### src/rtl/bank_read_streamer.sv
// Strided read sequencer for the memory bank read port.
// Captures one-cycle-latency read data into a skid FIFO and streams it out.
module bank_read_streamer #(
    parameter int ADDR_W = 10,
    parameter int DATA_W = 16,
    parameter int DEPTH  = 4,
    parameter int LEN_W  = 11
) (
    input  logic              clk,
    input  logic              rst,
    input  logic              start,
    input  logic [ADDR_W-1:0] base_addr,
    input  logic [ADDR_W-1:0] stride,
    input  logic [LEN_W-1:0]  length,
    output logic              busy,
    output logic              done,
    output logic              mem_re,
    output logic [ADDR_W-1:0] mem_rd_addr,
    input  logic [DATA_W-1:0] mem_rd_data,
    output logic              out_valid,
    input  logic              out_ready,
    output logic [DATA_W-1:0] out_data,
    output logic              out_last
);

    localparam int PW = $clog2(DEPTH);
    localparam int CW = PW + 1;

    typedef enum logic [1:0] {
        IDLE,
        RUN,
        DRAIN,
        DONE
    } state_t;

    state_t state;

    logic [LEN_W-1:0]  len_q;
    logic [LEN_W-1:0]  issued;
    logic [LEN_W-1:0]  accepted;
    logic [LEN_W-1:0]  issued_next;
    logic [ADDR_W-1:0] stride_q;
    logic [ADDR_W-1:0] next_addr;
    logic              pending;

    logic [DATA_W-1:0] fifo_mem [DEPTH];
    logic [PW-1:0]     wr_ptr;
    logic [PW-1:0]     rd_ptr;
    logic [CW-1:0]     fifo_count;

    logic push;
    logic pop;
    logic credit;
    logic issue_ok;

    assign push      = pending;
    assign out_valid = (fifo_count != '0);
    assign pop       = out_valid && out_ready;
    assign out_data  = fifo_mem[rd_ptr];
    assign out_last  = out_valid && (accepted == len_q - LEN_W'(1));

    // Words already buffered, the word arriving next edge and the read being
    // issued now all hold a slot; pops are ignored so overflow is impossible.
    assign credit = (fifo_count + CW'(pending) + CW'(mem_re)) < CW'(DEPTH);

    assign issue_ok    = (state == RUN) && (issued != len_q) && credit;
    assign issued_next = issued + LEN_W'(issue_ok);

    // Skid FIFO: capture bank data only when a read was issued last cycle
    always_ff @(posedge clk) begin
        if (rst) begin
            wr_ptr     <= '0;
            rd_ptr     <= '0;
            fifo_count <= '0;
            for (int i = 0; i < DEPTH; i++) begin
                fifo_mem[i] <= '0;
            end
        end else begin
            if (push) begin
                fifo_mem[wr_ptr] <= mem_rd_data;
                wr_ptr           <= wr_ptr + PW'(1);
            end
            if (pop) begin
                rd_ptr <= rd_ptr + PW'(1);
            end
            if (push && !pop) begin
                fifo_count <= fifo_count + CW'(1);
            end else if (!push && pop) begin
                fifo_count <= fifo_count - CW'(1);
            end
        end
    end

    // Transfer FSM with registered read port and status outputs
    always_ff @(posedge clk) begin
        if (rst) begin
            state       <= IDLE;
            busy        <= 1'b0;
            done        <= 1'b0;
            mem_re      <= 1'b0;
            mem_rd_addr <= '0;
            pending     <= 1'b0;
            len_q       <= '0;
            stride_q    <= '0;
            next_addr   <= '0;
            issued      <= '0;
            accepted    <= '0;
        end else begin
            pending <= mem_re;
            done    <= 1'b0;
            mem_re  <= 1'b0;
            if (pop) begin
                accepted <= accepted + LEN_W'(1);
            end
            unique case (state)
                IDLE: begin
                    if (start) begin
                        busy     <= 1'b1;
                        accepted <= '0;
                        len_q    <= length;
                        stride_q <= stride;
                        if (length != '0) begin
                            state       <= RUN;
                            mem_re      <= 1'b1;
                            mem_rd_addr <= base_addr;
                            next_addr   <= base_addr + stride;
                            issued      <= LEN_W'(1);
                        end else begin
                            state  <= DONE;
                            done   <= 1'b1;
                            issued <= '0;
                        end
                    end
                end
                RUN: begin
                    if (issue_ok) begin
                        mem_re      <= 1'b1;
                        mem_rd_addr <= next_addr;
                        next_addr   <= next_addr + stride_q;
                        issued      <= issued_next;
                    end
                    if (issued_next == len_q) begin
                        state <= DRAIN;
                    end
                end
                DRAIN: begin
                    if (pop && out_last) begin
                        state <= DONE;
                        done  <= 1'b1;
                    end
                end
                DONE: begin
                    state <= IDLE;
                    busy  <= 1'b0;
                end
                default: begin
                    state <= IDLE;
                    busy  <= 1'b0;
                end
            endcase
        end
    end

endmodule

### config.mk
export PLATFORM = sky130hd
export DESIGN_NAME = bank_read_streamer
export DESIGN_NICKNAME = d
export VERILOG_FILES = /design/src/rtl/bank_read_streamer.sv
export SDC_FILE = /design/constraint.sdc
export NUM_CORES = 1
export LEC_CHECK = 0
export ABC_AREA = 1
export BUFFER_PORTS_ARGS = -buffer_cell sky130_fd_sc_hd__buf_2
export CAP_MARGIN = 20
export CORE_ASPECT_RATIO = 1.75
export CORE_MARGIN = 5
export CORE_UTILIZATION = 32
export DETAILED_ROUTE_END_ITERATION = 8
export GPL_ROUTABILITY_DRIVEN = 0
export PLACE_DENSITY = 0.51
export SYNTH_ARGS = -nofsm -noshare
export SYNTH_HDL_FRONTEND = slang
export SYNTH_SLANG_ARGS = --single-unit
### constraint.sdc
create_clock -name clk -period 4.1 [get_ports clk]
set_clock_uncertainty 0.2 [all_clocks]
set_input_delay 0.82 -clock clk [delete_from_list [all_inputs] [get_ports clk]]
set_output_delay 0.82 -clock clk [all_outputs]
set_load 0.03 [all_outputs]
After elaboration in Yosys (flattened, before gate mapping):

Memories as Yosys holds them, arrays and structs flattened. A register that Yosys moved wholly into a read port is not among the register bits.
Cells that the tools add are included.

* flip-flop bits (word level): 76
* RAM bits: 64
* output and inout port bits: 31
* memories kept: 1

* add/subtract/negate cells: 11
* order comparisons: 1
* eq/ne operators: 11
* multiplexer cells: 42
* reductions and logical operators: 21

Memory list
* fifo_mem: depth 4, bits a word 16, rd ports 1, clocked after memory_dff 1, write ports 4, RTL line 46 `logic [DATA_W-1:0] fifo_mem [DEPTH];`

Operator list (count)
* $mux W10: 6
* $mux W11: 5
* $pmux W10 S2: 2
* $eq A11 B11 Y1: 2
* $pmux W11 S2: 1
* $add A10 B10 Y10: 2
* $mux W16: 1
* $reduce_or A16 Y1: 1
* $mux W1: 14
* $mux W2: 7
* $add A11 B1 Y11: 1
* $add A11 B1 Y11 const B: 1
* $ne A11 B11 Y1: 1
* $reduce_bool A11 Y1: 1
* $sub A11 B1 Y11 const B: 1
* $ne A2 B2 Y1 const B: 4
* $pmux W2 S4: 1
* $logic_and A1 B1 Y1: 7
* $add A3 B1 Y3: 2
* $mux W3: 2
* $pmux W1 S2: 3
* $reduce_and A3 Y1: 2
* $reduce_bool A2 Y1: 3
* $add A2 B1 Y2 const B: 2
* other kinds (11): 14

Depth between registers and ports, before layout:

Gate-level depths: netlist of the first run.

* depth in word-level cells: 8
* gate-level depth with buffers: 23
* gate-level depth less buffers: 23

Worst setup path after synthesis of the first run:

Ideal clock, no wire load.

* kind: register to register
* start point: register mem_re
* end point: register state[0]
* library setup time: 115 ps
* arrival: 2803 ps
* slack: 982 ps
* cell stages (with the launch flop): 23
* buffers on the path: 0
* path through: dfxtp_1 ha_1 a21o_1 nand2_1 xor2_1 inv_1 nand3_4 inv_1 ha_1 ha_1 inv_1 nand2_1 nand2_1 nor2_1 nand2_1 nor2_1 nand3_1 nor2_1 nand3_1 a21oi_2 nand3_1 nand2_1 nor2_1

* word-level cells in the longest chain between the ends: 7

RTL lines
* from (decl): RTL line 17 `output logic mem_re,`
* from (signal assigned): RTL line 100 `mem_re <= 1'b0;`
* from (signal assigned): RTL line 111 `mem_re <= 1'b0;`
* from (signal assigned): RTL line 124 `mem_re <= 1'b1;`
* $add A3 B1 Y3: RTL line 64 `assign credit = (fifo_count + CW'(pending) + CW'(mem_re)) < CW'(DEPTH);`
* $lt A3 B3 Y1: RTL line 64
* $logic_and A1 B1 Y1: RTL line 66 `assign issue_ok = (state == RUN) && (issued != len_q) && credit;`
* $add A11 B1 Y11: RTL line 67 `assign issued_next = issued + LEN_W'(issue_ok);`
* $eq A11 B11 Y1: RTL line 142 `if (issued_next == len_q) begin`
* $ne A2 B1 Y1 (no source line)
* $reduce_and A3 Y1 (no source line)
* to (signal assigned): RTL line 143 `state <= DRAIN;`
* to (signal assigned): RTL line 148 `state <= DONE;`
* to (signal assigned): RTL line 153 `state <= IDLE;`
* to (decl): RTL line 36 `state_t state;`

No other way between the ends.
A chain may end at the register's enable or synchronous reset.

Worst setup path in the final report of the first run:

* start point: register len_q[0]
* end point: output port out_last

* word-level cells in the longest chain between the ends: 3

RTL lines
* from (decl): RTL line 38 `logic [LEN_W-1:0] len_q;`
* from (signal assigned): RTL line 120 `len_q <= length;`
* $sub A11 B1 Y11: RTL line 60 `assign out_last = out_valid && (accepted == len_q - LEN_W'(1));`
* $eq A11 B11 Y1: RTL line 60
* $logic_and A1 B1 Y1: RTL line 60
* to (decl): RTL line 23 `output logic out_last`

No other way between the ends.

==> results.tsv, run 1 <==
stage	metric	value	unit
outcome	status	finished clean	
timing	setup-tns-final	0	ns
setup_path	cp_data_required_time	3.08	ns
setup_path	cp-end-kind	output pin	
power_and_ir_drop	irDropWorstVdd	0.257	mV
floorplanning	start_util	32.4	%
logic_synthesis	synthCells	1065	
floorplanning	die-width	129	um
logic_synthesis	synth_edf_count	64	
logic_synthesis	synthMuxAreaShare	0	%
route	avgRoutedWirePerCell	16.0	um
logic_synthesis	synth_cell_types	40	
final_layout	fin_cells	1465	
route	drt-total-wl	23.4	mm
power_and_ir_drop	power_frac_seq	31.6	%
final_layout	drive_above_1_share	12.7	%
global_route	grt_util_met1	17.0	%
timing	fin_crit_sh	86.1	%
floorplanning	num_rows	76	
place	hpwl	17.5	mm
logic_synthesis	syn_nets	1147	
cts	cts_setup_buffers	0	
cts	hold_buffers	0	
logic_synthesis	synth-xor-area-share	3.07	%
cts	cts_resized	0	
power_and_ir_drop	swShare	41.9	%
place	dp_cells	1433	
route	drt_iter0_drc	344	
cts	cts.sinks	142	
timing	layout_setup_ws	0.568	ns
cts	htree_levels	4	
cts	insertion_delay	0.43	ns
final_layout	seqCellArea	3480	sq um
logic_synthesis	yosysWarnings	0	
global_route	track_usage	16.8	%
logic_synthesis	yosys_most_used_dff	dfxtp_1	
global_route	met3_usage	3.12	%
global_route	grt_pass1_vias	7060	
final_layout	layout.nets	1222	
global_route	grt_pass1_wl	36.3	mm
power_and_ir_drop	p_int	0.00355	W
timing	period_needed	3.53	ns
floorplanning	fp.dieH	219	um
final_layout	fillers	2585	
floorplanning	core	24600	sq um
cts	root_buffer	clkbuf_16	
logic_synthesis	synth.avg_cell_area	7.49	sq um
place	port-buffer-count	81	
hold_path	hold_class	flip-flop to flip-flop	
route	route.detailed.drc	0	
timing	whs	0.250	ns
cts	path_clk_slew	0.06	ns
setup_path	cp_max_fo	4	
job	drv_cap	0	
final_layout	diodes	0	
place	pre_cts_slack	0.764	ns
final_layout	areaGrowthSynthToFinish	16.8	%
route	dr.pass1.iters	6	
logic_synthesis	synth-compound-area-share	13.1	%
route	num_vias	7168	
timing	fmax	0.283	GHz
final_layout	layout_commonest_cell	nor2_1	
power_and_ir_drop	power_density	656	nW/um^2
timing	hold_viol	0	
timing	setup_viol	0	
floorplanning	io_pins	82	
logic_synthesis	yosys.area_share.simple	26.9	%
setup_path	critPathLaunchType	flip-flop	
timing	relSlewSlack	26.3	%
global_route	met2_usage	32.6	%
logic_synthesis	synth_top_family_by_area	simple AND/OR/NAND/NOR gates	
route	viasPerCell	4.89	
logic_synthesis	synthAdderAreaFrac	5.15	%
final_layout	layout_common_cells	nor2_1, nand2_1, inv_1	
global_route	overflow	0	
power_and_ir_drop	p_sw	0.00256	W
global_route	grt_max_degree	35	
final_layout	multi_input_area	3850	sq um
setup_path	setup.worst_path.class	flip-flop to output pin	
power_and_ir_drop	share_comb_of_total_power	41.7	%
logic_synthesis	yosysSeqAreaShare	43.7	%
power_and_ir_drop	clockPowerShare	26.7	%
global_route	antenna_found_initial	1	
logic_synthesis	synthArstFlopShare	0	%
logic_synthesis	ys_seq_elements	142	
route	drtAntennaViolNets	0	
cts	cts_tree	done	
power_and_ir_drop	p_leak	4.04	nW
logic_synthesis	syn_area	7980	sq um
timing	rsz0062_at_grt	false	
timing	worst_slew_pin_slew	1.10	ns
timing	slew_viol_final	0	
setup_path	cp.arrival	2.51	ns
cts	clk_path_buf_depth	2	
global_route	busiest_layer	met2	
floorplanning	fp.dieArea	28300	sq um
cts	cts_buffers	17	
worst paths after layout:
path              cells past startpoint  slack (ns)        to          start
hold reg to reg                       2        0.25   pending         mem_re
setup reg to reg                     20        0.74  state[1]  fifo_count[0]
setup / recovery                     10        0.57  out_last       len_q[0]
hold / removal                        2        0.25   pending         mem_re
state kept, by name, indices dropped and copies added, names as in the netlist, 3 cells and up, named ones only:
register	flops
fifo_mem	64
accepted	11
issued	11
len_q	11
mem_rd_addr	10
next_addr	10
stride_q	10
fifo_count	3
layout make-up:
cell class / count / area share, %
Inverter: 123 / 4.96
Timing Repair Buffer: 95 / 5.48
Multi-Input combinational cell: 761 / 41.3
Tap cell: 312 / 4.19
Sequential cell: 142 / 37.4
Clock buffer: 23 / 5.25
Clock inverter: 9 / 1.40
per-layer routing:
| layer | share of wire [%] | vias to the layer above |
|---|---|---|
| met5 | 0.086 | - |
| met2 | 55 | 156 |
| li1 | - | 3655 |
| met3 | 4.0 | 52 |
| met4 | 3.1 | 2 |
| met1 | 37 | 3303 |
metrics by stage:
step                area (sq um)  total power, W  utilization [%]
floorplan                   7980         0.00383                -
global placement            8700         0.00452             35.3
detailed placement          8700         0.00453             35.3
CTS                         9320         0.00618             37.8
global route                9320         0.00655             37.8
finish                      9320         0.00611             37.8
logic make-up (layout without fill, tap and decap cells):
kind of cell	Yosys count	in the layout
and+or+nand+nor	505	505
xor gates and xnor gates	28	28
AOI/OAI and AO/OA	197	197
DFF	142	142
buffers and inverters	162	250
adders and majority gates	31	31
power by group through the flow:
| stage | sequential, W | clock, W | combinational [W] |
|---|---|---|---|
| 3_5_place_dp | 0.00196 | 0 | 0.00256 |
| 5_1_grt | 0.00196 | 0.00174 | 0.00286 |
| 3_3_place_gp | 0.00196 | 0 | 0.00256 |
| 4_1_cts | 0.00193 | 0.00167 | 0.00257 |
| 2_1_floorplan | 0.00199 | 0 | 0.00185 |
| 6_report | 0.00193 | 0.00163 | 0.00255 |
cells in the mapped netlist, types with 10 or more instances:
library cell / count / area share, %
a21oi_1: 67 / 4.2
clkbuf_1: 27 / 1.3
dfxtp_1: 78 / 20
edfxtp_1: 64 / 24
ha_1: 28 / 4.4
inv_1: 119 / 5.6
nand2_1: 200 / 9.4
nand3_1: 41 / 2.6
nand4_1: 25 / 2.0
nor2_1: 201 / 9.5
nor3_1: 10 / 0.63
o21ai_0: 100 / 6.3
o22ai_1: 17 / 1.3
xor2_1: 21 / 2.3
worst max-delay path, cell delays in order, from the launching register on:
cell,delay (ns)
dfxtp_1,0.42
inv_1,0.12
ha_1,0.32
xor2_1,0.15
nand3_1,0.09
nor2_1,0.22
nand2_1,0.08
nor2_1,0.10
nand3b_1,0.11
nor3_1,0.22
buf_2,0.25
Power figures use the tool's default switching activity.
==> run 2, diff against run 1 <==
Settings changed: CORE_MARGIN 5 to 4, CTS_CLUSTER_SIZE set to 40.
==> results.tsv, run 2 (synthesized netlist as in run 1, its figures left out) <==
stage	metric	value	unit	change
route	num_vias	7128		was 7168
floorplanning	start_util	32.4	%	unchanged
cts	path_clk_slew	0.06	ns	about the same
setup_path	cp-end-kind	output pin		unchanged
route	viasPerCell	4.87		was 4.89
place	place_area	8690	sq um	was 8700 sq um
setup_path	r2r_setup_slack	0.76	ns	was 0.74 ns
setup_path	r2r_end	state[1]		unchanged
final_layout	design_area	9320	sq um	about the same
floorplanning	fp.dieH	217	um	was 219 um
timing	period_needed	3.56	ns	was 3.53 ns
route	drtAntennaViolNets	0		unchanged
cts	cts_tree	done		unchanged
setup_path	rr_startpoint	fifo_count[0]		unchanged
timing	slew_viol_final	0		unchanged
setup_path	crit_start	len_q[0]		unchanged
place	port-buffer-count	81		unchanged
setup_path	setup.worst_path.class	flip-flop to output pin		unchanged
setup_path	critPathBufInv	2		unchanged
final_layout	diodes	0		unchanged
cts	cts.sinks	142		unchanged
final_layout	areaGrowthSynthToFinish	16.8	%	about the same
cts	insertion_delay	0.44	ns	was 0.43 ns
outcome	status	finished clean		unchanged
timing	fin_crit_sh	86.8	%	was 86.1%
setup_path	critPathLaunchType	flip-flop		unchanged
cts	root_buffer	clkbuf_16		unchanged
setup_path	cp_slowest_cell	dfxtp_1		unchanged
final_layout	layout.nets	1222		unchanged
route	drt-total-wl	23.3	mm	was 23.4 mm
timing	rsz0062_at_grt	false		unchanged
global_route	track_usage	17.2	%	was 16.8%
final_layout	layout_common_cells	nor2_1, nand2_1, inv_1		unchanged
setup_path	cp.arrival	2.54	ns	was 2.51 ns
global_route	grt_pass1_vias	7245		was 7060
final_layout	layout_commonest_cell	nor2_1		unchanged
timing	fmax	0.281	GHz	was 0.283 GHz
cts	clk_path_buf_depth	2		unchanged
place	hpwl	17.4	mm	was 17.5 mm
setup_path	rr_worst_depth	20		unchanged
global_route	grt_pass1_wl	36.7	mm	was 36.3 mm
timing	setup-tns-final	0	ns	unchanged
timing	setup_viol	0		unchanged
final_layout	fin_util	37.8	%	about the same
route	dr.pass1.iters	5		was 6
setup_path	max_stage_delay	0.44	ns	was 0.42 ns
power_and_ir_drop	power_density	653	nW/um^2	was 656 nW/um^2
cts	hold_buffers	0		unchanged
cts	cts_resized	0		unchanged
final_layout	largest_reg_flops	64		unchanged
setup_path	crit_cells	11		was 10
floorplanning	io_pins	82		unchanged
floorplanning	fp.dieArea	27600	sq um	was 28300 sq um
cts	cts_setup_buffers	0		unchanged
route	avgRoutedWirePerCell	15.9	um	was 16.0 um
setup_path	crit_end	out_last		unchanged
cts	cts_buffers	17		unchanged
setup_path	cp_top_family	simple AND/OR/NAND/NOR gates		unchanged
cts	htree_levels	4		unchanged
setup_path	cp_data_required_time	3.08	ns	about the same
setup_path	cpMostUsedCell	nand2_1		was nor2_1
setup_path	crit_chain	inv_1 -> ha_1 -> nand2_1 -> nand2_1 -> xor2_1 -> nor2_1 -> nand2_1 -> nor2_1 -> nand3b_1 -> nor3_1 -> buf_2		was inv_1 -> ha_1 -> xor2_1 -> nand3_1 -> nor2_1 -> nand2_1 -> nor2_1 -> nand3b_1 -> nor3_1 -> buf_2
global_route	grt_max_degree	35		unchanged
timing	layout_setup_ws	0.543	ns	was 0.568 ns
floorplanning	core	24600	sq um	unchanged
hold_path	hold_class	flip-flop to flip-flop		unchanged
route	route.detailed.drc	0		unchanged
timing	hold_viol	0		unchanged
timing	worst_slew_pin_slew	0.948	ns	was 1.10 ns
place	pre_cts_slack	0.787	ns	was 0.764 ns
power_and_ir_drop	p_leak	4.04	nW	about the same
job	drv_cap	0		unchanged
global_route	antenna_found_initial	1		unchanged
setup_path	cp_max_fo	5		was 4
floorplanning	die-width	127	um	was 129 um
timing	whs	0.240	ns	was 0.250 ns
route	drt_iter0_drc	268		was 344
final_layout	regMostFlops	fifo_mem		unchanged
final_layout	drive_above_1_share	12.9	%	was 12.7%
floorplanning	num_rows	76		unchanged
power_and_ir_drop	irDropWorstVdd	0.274	mV	was 0.257 mV
timing	relSlewSlack	36.8	%	was 26.3%
global_route	overflow	0		unchanged
run 2: cell count changes in the layout (fill, tap and decap cells not counted):
cell,before,now
clkbuf_1,3,1
clkinv_2,2,4
inv_6,2,4
buf_16,0,1
buf_4,14,13
bufinv_16,3,2
clkbuf_8,2,1
clkinv_1,3,2
inv_4,0,1
run 2: per-stage QoR:
stage / total power [W] / std cells
detailed placement: 0.00453 / 1432
finish: 0.00608 / 1465
floorplan: 0.00383 / 1065
global placement: 0.00452 / 1432
CTS: 0.00614 / 1464
global route: 0.00655 / 1465
run 2: power by group:
group / total, W / switching (W) / internal (W) / leakage, nW
Combinational: 0.00257 / 0.00176 / 0.000809 / 2.44
Clock: 0.00158 / 0.000632 / 0.000952 / 0.301
Sequential: 0.00193 / 0.000199 / 0.00173 / 1.30
run 2: routing by layer:
metal	track usage [%]	up-vias	share of wire, %
li1	-	3642	-
met4	8.38	0	3.1
met1	16.7	3293	37
met3	3.22	40	3.9
met2	33.6	153	56
met5	0	-	0
run 2: cell type report:
class                           count  area (sq um)
Tap cell                          312           390
Inverter                          123           462
Timing Repair Buffer               95           531
Fill cell                        2638         15300
Clock buffer                       20           468
Clock inverter                     12           130
Sequential cell                   142          3480
Multi-Input combinational cell    761          3850
run 2: how the worst min path moves through the flow:
| stage | from | endpoint | slack [ns] | cells after the start |
|---|---|---|---|---|
| after global routing | mem_re | pending | 0.27 | 2 |
| final | mem_re | pending | 0.24 | 2 |
| after global placement | mem_re | pending | 0.23 | 2 |
| after CTS | mem_re | pending | 0.24 | 2 |
| after floorplan | rd_ptr[1] | flip-flop | 0.24 | 2 |
| after detailed placement | mem_re | pending | 0.24 | 2 |
run 2: worst reg2reg max path: stages (launching register included):
cell	delay, ns
dfxtp_1	0.41
ha_1	0.26
a21o_1	0.17
nand2_1	0.06
xor2_1	0.06
inv_1	0.10
nand3_4	0.11
inv_1	0.10
ha_1	0.27
ha_1	0.29
nand3_2	0.12
nor2_2	0.21
nand2_1	0.08
nand2_1	0.08
nand3_1	0.07
nor2_1	0.11
nand3_1	0.11
a21oi_2	0.22
nand3_1	0.09
nand2_1	0.07
nor2_1	0.04
==> run 3, diff against run 2 <==
--- a/config.mk
+++ b/config.mk
@@ -15,5 +15,5 @@
 export DETAILED_ROUTE_END_ITERATION = 8
 export GPL_ROUTABILITY_DRIVEN = 0
-export PLACE_DENSITY = 0.51
+export GPL_TIMING_DRIVEN = 0
 export SYNTH_ARGS = -nofsm -noshare
 export SYNTH_HDL_FRONTEND = slang
==> constraint.sdc (replaced) <==
create_clock -name clk -period 4.1 [get_ports clk]
set_clock_uncertainty 0.2 [all_clocks]
set_input_delay 0.41 -clock clk [delete_from_list [all_inputs] [get_ports clk]]
set_output_delay 0.41 -clock clk [all_outputs]
set_load 0.03 [all_outputs]
==> results.tsv, run 3 (synthesized netlist as in run 1, its figures left out) <==
stage	metric	value	unit	change
timing	relSlewSlack	38.3	%	was 36.8%
final_layout	largest_reg_flops	64		unchanged
route	num_vias	7391		was 7128
power_and_ir_drop	clockPowerShare	26.1	%	was 26.0%
floorplanning	die-width	127	um	unchanged
power_and_ir_drop	swShare	42.1	%	was 42.6%
setup_path	crit_chain	ha_1 -> a21o_1 -> nand2_1 -> xor2_1 -> inv_1 -> nand3_4 -> inv_1 -> ha_1 -> ha_1 -> nand3_2 -> nor2_2 -> nand3_1 -> nand2_1 -> nand3_1 -> nor2_1 -> nand3_1 -> a21oi_2 -> nand3_1 -> nand2_1 -> nor2_1		was inv_1 -> ha_1 -> nand2_1 -> nand2_1 -> xor2_1 -> nor2_1 -> nand2_1 -> nor2_1 -> nand3b_1 -> nor3_1 -> buf_2
setup_path	cp_slowest_cell	dfxtp_1		unchanged
timing	worst_slew_pin_slew	0.925	ns	was 0.948 ns
timing	slew_viol_final	0		unchanged
cts	insertion_delay	0.43	ns	was 0.44 ns
cts	cts.sinks	142		unchanged
power_and_ir_drop	irDropWorstVdd	0.351	mV	was 0.274 mV
route	route.detailed.drc	0		unchanged
setup_path	cp-end-kind	flip-flop		was output pin
timing	fin_crit_sh	87.2	%	was 86.8%
setup_path	cp.arrival	3.69	ns	was 2.54 ns
floorplanning	core	24600	sq um	unchanged
final_layout	layout.nets	1249		was 1222
power_and_ir_drop	p_int	0.00358	W	was 0.00349 W
setup_path	cpMostUsedCell	nand3_1		was nand2_1
final_layout	drive_above_1_share	12.1	%	was 12.9%
cts	clk_path_buf_depth	2		unchanged
global_route	grt_pass1_wl	37.0	mm	was 36.7 mm
final_layout	layout_commonest_cell	nor2_1		unchanged
route	drt-total-wl	23.1	mm	was 23.3 mm
place	hpwl	18.2	mm	was 17.4 mm
cts	cts_resized	0		unchanged
cts	cts_buffers	17		unchanged
final_layout	diodes	0		unchanged
route	dr.pass1.iters	6		was 5
route	avgRoutedWirePerCell	15.5	um	was 15.9 um
power_and_ir_drop	p_leak	4.05	nW	was 4.04 nW
floorplanning	fp.dieArea	27600	sq um	unchanged
place	port-buffer-count	81		unchanged
timing	fmax	0.280	GHz	was 0.281 GHz
route	viasPerCell	4.96		was 4.87
cts	path_clk_slew	0.06	ns	about the same
global_route	overflow	0		unchanged
timing	setup_viol	0		unchanged
cts	hold_buffers	0		unchanged
global_route	track_usage	17.0	%	was 17.2%
setup_path	cp_max_fo	6		was 5
power_and_ir_drop	share_comb_of_total_power	42.7	%	was 42.2%
power_and_ir_drop	power_frac_seq	31.2	%	was 31.7%
route	drt_iter0_drc	334		was 268
cts	cts_setup_buffers	0		unchanged
job	drv_cap	0		unchanged
floorplanning	num_rows	76		unchanged
floorplanning	start_util	32.4	%	unchanged
setup_path	setup.worst_path.class	flip-flop to flip-flop		was flip-flop to output pin
power_and_ir_drop	p_sw	0.00260	W	was 0.00259 W
cts	cts_tree	done		unchanged
timing	period_needed	3.58	ns	was 3.56 ns
outcome	status	finished clean		unchanged
power_and_ir_drop	power_density	658	nW/um^2	was 653 nW/um^2
floorplanning	fp.dieH	217	um	unchanged
route	drtAntennaViolNets	0		unchanged
final_layout	regMostFlops	fifo_mem		unchanged
final_layout	areaGrowthSynthToFinish	17.9	%	was 16.8%
global_route	antenna_found_initial	0		was 1
global_route	grt_max_degree	17		was 35
power_and_ir_drop	p_total	0.00619	W	was 0.00608 W
final_layout	layout_common_cells	nor2_1, nand2_1, inv_1		unchanged
cts	root_buffer	clkbuf_16		unchanged
global_route	grt_pass1_vias	7556		was 7245
timing	hold_viol	0		unchanged
hold_path	hold_class	primary input to flip-flop		was flip-flop to flip-flop
cts	htree_levels	4		unchanged
timing	whs	0.0585	ns	was 0.240 ns
setup_path	critPathLaunchType	flip-flop		unchanged
setup_path	max_stage_delay	0.42	ns	was 0.44 ns
setup_path	cp_data_required_time	4.21	ns	was 3.08 ns
timing	setup-tns-final	0	ns	unchanged
timing	rsz0062_at_grt	false		unchanged
floorplanning	io_pins	82		unchanged
==> run 3: cell types whose count changed in the layout (fill, tap and decap cells not counted), sizes merged <==
cell / before / now
bufinv: 2 / 4
clkbuf: 20 / 46
inv: 126 / 122
clkinvlp: 0 / 2
==> run 3: layer usage <==
layer | share of wire [%] | routed length (um) | vias up | track usage (%)
li1 | - | - | 3705 | -
met1 | 36 | 8350 | 3369 | 16.7
met2 | 54 | 12400 | 244 | 32.3
met3 | 5.1 | 1180 | 73 | 2.97
met4 | 5.0 | 1160 | 0 | 9.99
met5 | 0 | 0 | - | 0
==> run 3: critical path, delay by kind of cell, from the launching register on <==
| family | cells | cell delay [ns] |
|---|---|---|
| AOI/OAI and AO/OA | 2 | 0.42 |
| xor gates and xnor gates | 1 | 0.07 |
| buffers and inverters | 2 | 0.21 |
| and+or+nand+nor | 12 | 1.30 |
| adders and majority gates | 3 | 0.85 |
| DFF | 1 | 0.42 |
==> run 3: power groups by stage <==
stage	clock network, W	logic, W	registers, W
after floorplan	0	0.00185	0.00199
after global placement	0	0.00262	0.00196
after detailed placement	0	0.00264	0.00196
after CTS	0.00164	0.00265	0.00193
after global routing	0.00170	0.00297	0.00196
final	0.00161	0.00264	0.00193
==> run 3: through the flow <==
step,util [%],worst slack (ns),cells,instance area (sq um)
floorplan,-,0.982,1065,7980
global placement,35.6,0.532,1458,8770
detailed placement,35.8,0.527,1460,8810
CTS,38.2,0.489,1491,9410
global route,38.2,0.129,1491,9410
finish,38.2,0.525,1491,9410
==> run 3: cell type report <==
class,instances,area (sq um)
Fill cell,2591,15200
Multi-Input combinational cell,761,3860
Sequential cell,142,3480
Inverter,123,462
Clock buffer,19,433
Timing Repair Buffer,83,432
Tap cell,312,390
Buffer,39,180
Clock inverter,12,169
==> run 3: worst paths after layout <==
kind | depth (start not counted) | slack, ns | endpoint | start
setup / recovery | 20 | 0.52 | state[0] | fifo_count[0]
hold / removal | 3 | 0.06 | stride_q[7] | stride[7]
setup reg to reg | 20 | 0.52 | state[0] | fifo_count[0]
hold reg to reg | 2 | 0.24 | pending | mem_re
